$ cat config.mk
export PLATFORM = sky130hd
export DESIGN_NAME = encoder_8_to_3_scanner_flat
export DESIGN_NICKNAME = d
export VERILOG_FILES = /design/src/rtl/encoder_8_to_3_scanner_if.sv /design/src/rtl/encoder_8_to_3_scanner.sv /design/src/flat_wrapper.sv
export SDC_FILE = /design/constraint.sdc
export NUM_CORES = 1
export LEC_CHECK = 0
export ABC_AREA = 0
export CELL_PAD_IN_SITES_DETAIL_PLACEMENT = 0
export CELL_PAD_IN_SITES_GLOBAL_PLACEMENT = 1
export CORE_ASPECT_RATIO = 1.2
export CORE_MARGIN = 3
export CORE_UTILIZATION = 35
export DETAILED_ROUTE_END_ITERATION = 12
export GPL_TIMING_DRIVEN = 0
export PLACE_DENSITY_LB_ADDON = 0.2
export SYNTH_ARGS = -nofsm -noshare
export SYNTH_HDL_FRONTEND = slang
export SYNTH_SLANG_ARGS = --single-unit
$ cat constraint.sdc
create_clock -name clk -period 3.6 [get_ports clk]
set_input_delay 0.72 -clock clk [delete_from_list [all_inputs] [get_ports clk]]
set_output_delay 0.72 -clock clk [all_outputs]
set_load 0.05 [all_outputs]
$ cat src/rtl/encoder_8_to_3_scanner_if.sv
// ----------------------------------------------------------------------------
// encoder_8_to_3_scanner_if
// Bundles the request-side and index-side handshake signals of the
// sequential priority encoder.
//   req / req_valid / req_ready : request vector handshake (into the encoder)
//   idx / idx_valid / idx_ready : encoded index handshake (out of the encoder)
//   idx_last                    : current idx is the final set bit of a vector
//   count                       : popcount of the last accepted nonzero vector
//   empty                       : one-cycle pulse for an accepted all-zero vector
// The encoder connects to modport slave; its environment connects to master.
// ----------------------------------------------------------------------------
interface encoder_8_to_3_scanner_if #(
    parameter int SEL_BITS = 3
);
    localparam int REQ_W = 2**SEL_BITS;

    logic [REQ_W-1:0]    req;
    logic                req_valid;
    logic                req_ready;
    logic [SEL_BITS-1:0] idx;
    logic                idx_valid;
    logic                idx_ready;
    logic                idx_last;
    logic [SEL_BITS:0]   count;
    logic                empty;

    modport master (
        output req, req_valid, idx_ready,
        input  req_ready, idx, idx_valid, idx_last, count, empty
    );

    modport slave (
        input  req, req_valid, idx_ready,
        output req_ready, idx, idx_valid, idx_last, count, empty
    );
endinterface

$ cat src/rtl/encoder_8_to_3_scanner.sv
// ----------------------------------------------------------------------------
// encoder_8_to_3_scanner
// Sequential priority encoder: accepts a 2**SEL_BITS request vector and emits
// the index of every set bit, one per output transfer, in priority order.
// Each served bit is cleared from an internal pending register.
// Ports:
//   clk   : rising-edge clock
//   rst_n : asynchronous active-low reset
//   ena   : global enable; when low everything holds and no handshake completes
//   bus   : request/index handshake bundle (slave side)
// Parameters:
//   SEL_BITS      : index width (request width is 2**SEL_BITS)
//   PRIORITY_HIGH : 1 = highest set index first, 0 = lowest set index first
// ----------------------------------------------------------------------------
module encoder_8_to_3_scanner #(
    parameter int SEL_BITS      = 3,
    parameter bit PRIORITY_HIGH = 1'b1
) (
    input  logic                     clk,
    input  logic                     rst_n,
    input  logic                     ena,
    encoder_8_to_3_scanner_if.slave  bus
);
    localparam int REQ_W = 2**SEL_BITS;

    typedef enum logic {IDLE = 1'b0, SCAN = 1'b1} state_t;

    state_t              state_q, state_d;
    logic [REQ_W-1:0]    pending_q, pending_d;
    logic [SEL_BITS-1:0] idx_q, idx_d;
    logic                idx_last_q, idx_last_d;
    logic [SEL_BITS:0]   count_q, count_d;
    logic                empty_q, empty_d;

    logic                req_ready_w;
    logic                idx_valid_w;
    logic                accept_w;
    logic                xfer_w;
    logic [REQ_W-1:0]    served_mask_w;

    // Index of the priority set bit; 0 when nothing is set.
    function automatic logic [SEL_BITS-1:0] prio_idx(input logic [REQ_W-1:0] v);
        logic [SEL_BITS-1:0] r;
        r = '0;
        if (PRIORITY_HIGH) begin
            for (int i = 0; i < REQ_W; i++) begin
                if (v[i]) r = i[SEL_BITS-1:0];
            end
        end else begin
            for (int i = REQ_W - 1; i >= 0; i--) begin
                if (v[i]) r = i[SEL_BITS-1:0];
            end
        end
        return r;
    endfunction

    function automatic logic [SEL_BITS:0] popcount(input logic [REQ_W-1:0] v);
        logic [SEL_BITS:0] c;
        c = '0;
        for (int i = 0; i < REQ_W; i++) begin
            c = c + {{SEL_BITS{1'b0}}, v[i]};
        end
        return c;
    endfunction

    function automatic logic is_onehot(input logic [REQ_W-1:0] v);
        return popcount(v) == {{SEL_BITS{1'b0}}, 1'b1};
    endfunction

    // State register
    always_ff @(posedge clk or negedge rst_n) begin
        if (!rst_n) begin
            state_q    <= IDLE;
            pending_q  <= '0;
            idx_q      <= '0;
            idx_last_q <= 1'b0;
            count_q    <= '0;
            empty_q    <= 1'b0;
        end else begin
            state_q    <= state_d;
            pending_q  <= pending_d;
            idx_q      <= idx_d;
            idx_last_q <= idx_last_d;
            count_q    <= count_d;
            empty_q    <= empty_d;
        end
    end

    // Next-state logic
    always_comb begin
        state_d       = state_q;
        pending_d     = pending_q;
        count_d       = count_q;
        empty_d       = empty_q;
        served_mask_w = {{(REQ_W-1){1'b0}}, 1'b1} << idx_q;

        if (ena) begin
            empty_d = 1'b0;
            if (accept_w) begin
                if (bus.req != '0) begin
                    pending_d = bus.req;
                    count_d   = popcount(bus.req);
                    state_d   = SCAN;
                end else begin
                    empty_d = 1'b1;
                end
            end else if (xfer_w) begin
                pending_d = pending_q & ~served_mask_w;
                if (idx_last_q) state_d = IDLE;
            end
        end

        // idx/idx_last are registered views of the pending value being loaded,
        // so the first index is ready the cycle after accept.
        idx_d      = prio_idx(pending_d);
        idx_last_d = is_onehot(pending_d);
    end

    // Output logic; req_ready is forced low while reset is asserted.
    always_comb begin
        req_ready_w = (state_q == IDLE) && ena && rst_n;
        idx_valid_w = (state_q == SCAN);
        accept_w    = bus.req_valid && req_ready_w;
        xfer_w      = idx_valid_w && bus.idx_ready && ena;

        bus.req_ready = req_ready_w;
        bus.idx_valid = idx_valid_w;
        bus.idx       = idx_q;
        bus.idx_last  = idx_last_q;
        bus.count     = count_q;
        bus.empty     = empty_q;
    end
endmodule

$ cat src/flat_wrapper.sv
// flat-port wrapper written by rule: the top's interface ports become plain ports
module encoder_8_to_3_scanner_flat 
#(
    parameter int SEL_BITS      = 3,
    parameter bit PRIORITY_HIGH = 1'b1
)
  (clk, rst_n, ena, bus_req, bus_req_valid, bus_idx_ready, bus_req_ready, bus_idx, bus_idx_valid, bus_idx_last, bus_count, bus_empty);
  encoder_8_to_3_scanner_if #(.SEL_BITS(SEL_BITS)) bus_i ();
  input  logic clk;
  input  logic rst_n;
  input  logic ena;
  input wire logic [$bits(bus_i.req)-1:0] bus_req;
  input wire logic [$bits(bus_i.req_valid)-1:0] bus_req_valid;
  input wire logic [$bits(bus_i.idx_ready)-1:0] bus_idx_ready;
  output wire logic [$bits(bus_i.req_ready)-1:0] bus_req_ready;
  output wire logic [$bits(bus_i.idx)-1:0] bus_idx;
  output wire logic [$bits(bus_i.idx_valid)-1:0] bus_idx_valid;
  output wire logic [$bits(bus_i.idx_last)-1:0] bus_idx_last;
  output wire logic [$bits(bus_i.count)-1:0] bus_count;
  output wire logic [$bits(bus_i.empty)-1:0] bus_empty;
  assign bus_i.req = bus_req;
  assign bus_i.req_valid = bus_req_valid;
  assign bus_i.idx_ready = bus_idx_ready;
  assign bus_req_ready = bus_i.req_ready;
  assign bus_idx = bus_i.idx;
  assign bus_idx_valid = bus_i.idx_valid;
  assign bus_idx_last = bus_i.idx_last;
  assign bus_count = bus_i.count;
  assign bus_empty = bus_i.empty;
  encoder_8_to_3_scanner #(.SEL_BITS(SEL_BITS), .PRIORITY_HIGH(PRIORITY_HIGH)) u_core (.clk(clk), .rst_n(rst_n), .ena(ena), .bus(bus_i));
endmodule
==> flow_metrics.py <==
metrics = {
    "run_status": {
        "outcome": "complete, but fails checks",
        "violations": "negative setup slack",
    },
    "worst_setup_path": {
        "crit_end": "u_core.bus.idx_last",
        "cp_data_required_time_ns": 3.82,
        "cp.arrival_ns": 4.35,
        "start_kind": "primary input",
        "r2r-start": "u_core.bus.idx_valid",
        "critPathMaxFanout": 4,
        "reg2reg_depth": 17,
        "criticalPathCategory": "in -> reg",
        "reg2reg_slack_ns": -0.15,
        "cp-end-kind": "flip-flop",
        "crit_start": "bus_req[0]",
        "r2r_end": "u_core.bus.idx_last",
    },
    "global_routing": {
        "grt_max_degree": 22,
        "antenna_found_initial": 0,
        "grt_overflow": 0,
        "grt_pass1_vias": 985,
        "grt_usage": 0.141,
        "grt_pass1_wl_um": 4620,
    },
    "route": {
        "drc_errors": 0,
        "firstDrtPassIters": 4,
        "vias": 989,
        "drt_wl_total_um": 2740,
        "viasPerCell": 5.05,
        "wl_per_cell_um": 14.0,
        "drt_iter0_drc": 39,
        "postRouteAntennaNets": 0,
    },
    "logic_synthesis": {
        "synth_edf_count": 0,
        "yosys-top-cells-area": "dfrtp_1 37%, fa_1 13%, inv_1 7.4%, ha_1 7.2%, nand2_1 4.3%",
        "synth_top_area_share": 0.368,
        "ys_top_cells_by_count": "24 x inv_1, 18 x dfrtp_1, 14 x nand2_1, 8 x fa_1, 8 x nor2_1",
        "ys_types": 35,
        "synth_most_common_cell": "inv_1",
        "ys_warn_count": 0,
        "syn_nets": 154,
        "synthCells": 126,
        "synth-seq-area-share": 0.368,
        "syn_area_per_cell_um2": 9.72,
        "synth_area_um2": 1220,
        "ys_ff_latch": 18,
        "yosys.area.top_type": "dfrtp_1",
        "synth_ff_type": "dfrtp_1",
        "async_flop_share": 1.00,
    },
    "clock_network": {
        "root_buffer": "clkbuf_4",
        "h-tree-depth": 1,
        "numClockSinks": 18,
        "cts_tree": "done",
        "cts_buffer_depth": 2,
        "clk_pin_slew_ns": 0.12,
        "clock_latency_ns": 0.29,
        "cts_buffers": 3,
    },
    "min_path": {
        "holdCritPathClass": "in -> async",
    },
    "finish": {
        "diodes": 0,
        "area_growth_syn_to_layout_pct": 35.8,
        "drive_gt1_frac": 0.244,
        "fin_cells": 196,
        "final_area_um2": 1660,
        "fin_nets": 189,
    },
    "pwr": {
        "p_leak_nw": 0.785,
        "total_power_mw": 1.58,
        "power_density_nw_per_um2": 952,
        "vdd_drop_max_uv": 819,
    },
    "die": {
        "die_area_um2": 4250,
        "core_area_um2": 3190,
        "num_rows": 22,
        "initial_utilization": 0.384,
        "dieHeight_um": 70.8,
        "ios": 24,
        "die_x_um": 60.0,
    },
    "timing": {
        "relSlewSlack": 0.617,
        "fin_crit_sh": 1.15,
        "finalHoldViolCount": 0,
        "fin_ws_ns": -0.531,
        "fmax_mhz": 242,
        "fin_setup_tns_ns": -0.531,
        "rsz0062_at_grt": "yes",
        "skew_ns": 0.00908,
        "finalSetupViolCount": 1,
        "holdWs_ns": 0.361,
        "maxSlewViolCount": 0,
        "worst_pin_slew_ns": 0.571,
        "finalCriticalPeriod_ns": 4.13,
    },
    "job": {
        "drv_cap": 0,
    },
    "placed_design": {
        "dp_hpwl_um": 2160,
        "port_buffers": 23,
        "place_area_um2": 1550,
        "gp_congestion": 0.718,
        "dp.cells": 185,
    },
}
-- report_power, final --
part           switching, mW  internal, mW
Sequential            0.0614         0.293
Combinational          0.635         0.467
Clock                 0.0648        0.0615
-- cell families (layout without fill, tap and decap cells) --
family / Yosys count / count (layout) / share of synthesized area
fa+ha+maj: 15 / 15 / 0.202
xor+xnor: 1 / 1 / 0.00715
flops: 18 / 18 / 0.368
mux: 3 / 3 / 0.0255
simple gates: 42 / 42 / 0.176
compound gates: 20 / 20 / 0.132
buf+inv: 27 / 61 / 0.0899
-- repair_timing --
action | in CTS | in global routing
endpoints found under the setup margin | 2 | 1
pin swaps | 12 | 2
resized for setup | 41 | 4
endpoints found under the hold margin | 0 | 0
hold buffers | 0 | 0
buffers inserted | 7 | 0
-- how the worst min path moves through the flow --
stage          slack (ns)  depth (start not counted)                  end
5_1_grt              0.38                          1     u_core.bus.empty
4_1_cts              0.37                          1     u_core.bus.empty
3_3_place_gp         0.46                          2  u_core.bus.count[1]
6_report             0.36                          1     u_core.bus.empty
3_5_place_dp         0.47                          2  u_core.bus.count[1]
2_1_floorplan        0.42                          0  u_core.bus.count[0]
-- layer usage --
metal  wire length, um  up-vias  track usage
li1                  -      496            -
met1              1210      472        0.188
met2              1400       19        0.236
met3               117        2       0.0219
met4                20        0       0.0296
met5                 0        -            0
-- area by class of cell --
class | count | area, um^2
fillers | 308 | 1530
multi-input cells | 81 | 718
flip-flops and latches | 18 | 450
repair buffers | 30 | 277
inverters | 25 | 114
well taps | 36 | 45.0
clock buffers | 4 | 36.3
plain buffers | 2 | 22.5
-- flip-flops by register name, summed over array words and instances (netlist names) --
signal                count
u_core.bus.idx            3
u_core.pending_q          8
u_core.bus.empty          1
u_core.bus.count          4
u_core.bus.idx_valid      1
u_core.bus.idx_last       1
-- per-stage QoR --
stage | worst slack, ns | util
global placement | -1.79 | 0.486
finish | -0.531 | 0.521
global route | -0.688 | 0.521
floorplan | -0.759 | -
CTS | -0.563 | 0.520
detailed placement | -1.88 | 0.486
-- layout by cell type (no fill, tap or decap), drive strengths merged, types with 2 or more instances in the layout --
cell type      instances
a211oi                 2
o21ai                  4
nand2                 14
nand3                  4
ha                     7
a21oi                  4
fa                     8
or3                    2
nor2                   8
nor4                   2
clkbuf                 4
buf                   15
mux2i                  2
a21o                   3
o32ai                  2
nor3                   4
dfrtp                 18
clkdlybuf4s50         13
inv                   25
dlygate4sd2            4
-- critical path: stages --
cell,delay [ns]
buf_8,0.11
inv_8,0.04
ha_4,0.11
or4b_4,0.47
o21ai_4,0.20
buf_6,0.15
nor2_2,0.04
a21oi_2,0.10
nor2_1,0.07
ha_1,0.30
inv_2,0.04
fa_1,0.49
fa_1,0.42
inv_2,0.07
fa_2,0.21
inv_2,0.04
fa_2,0.37
a2111oi_4,0.22
a21oi_2,0.07
nor2_2,0.11
Power figures use the tool's default switching activity.
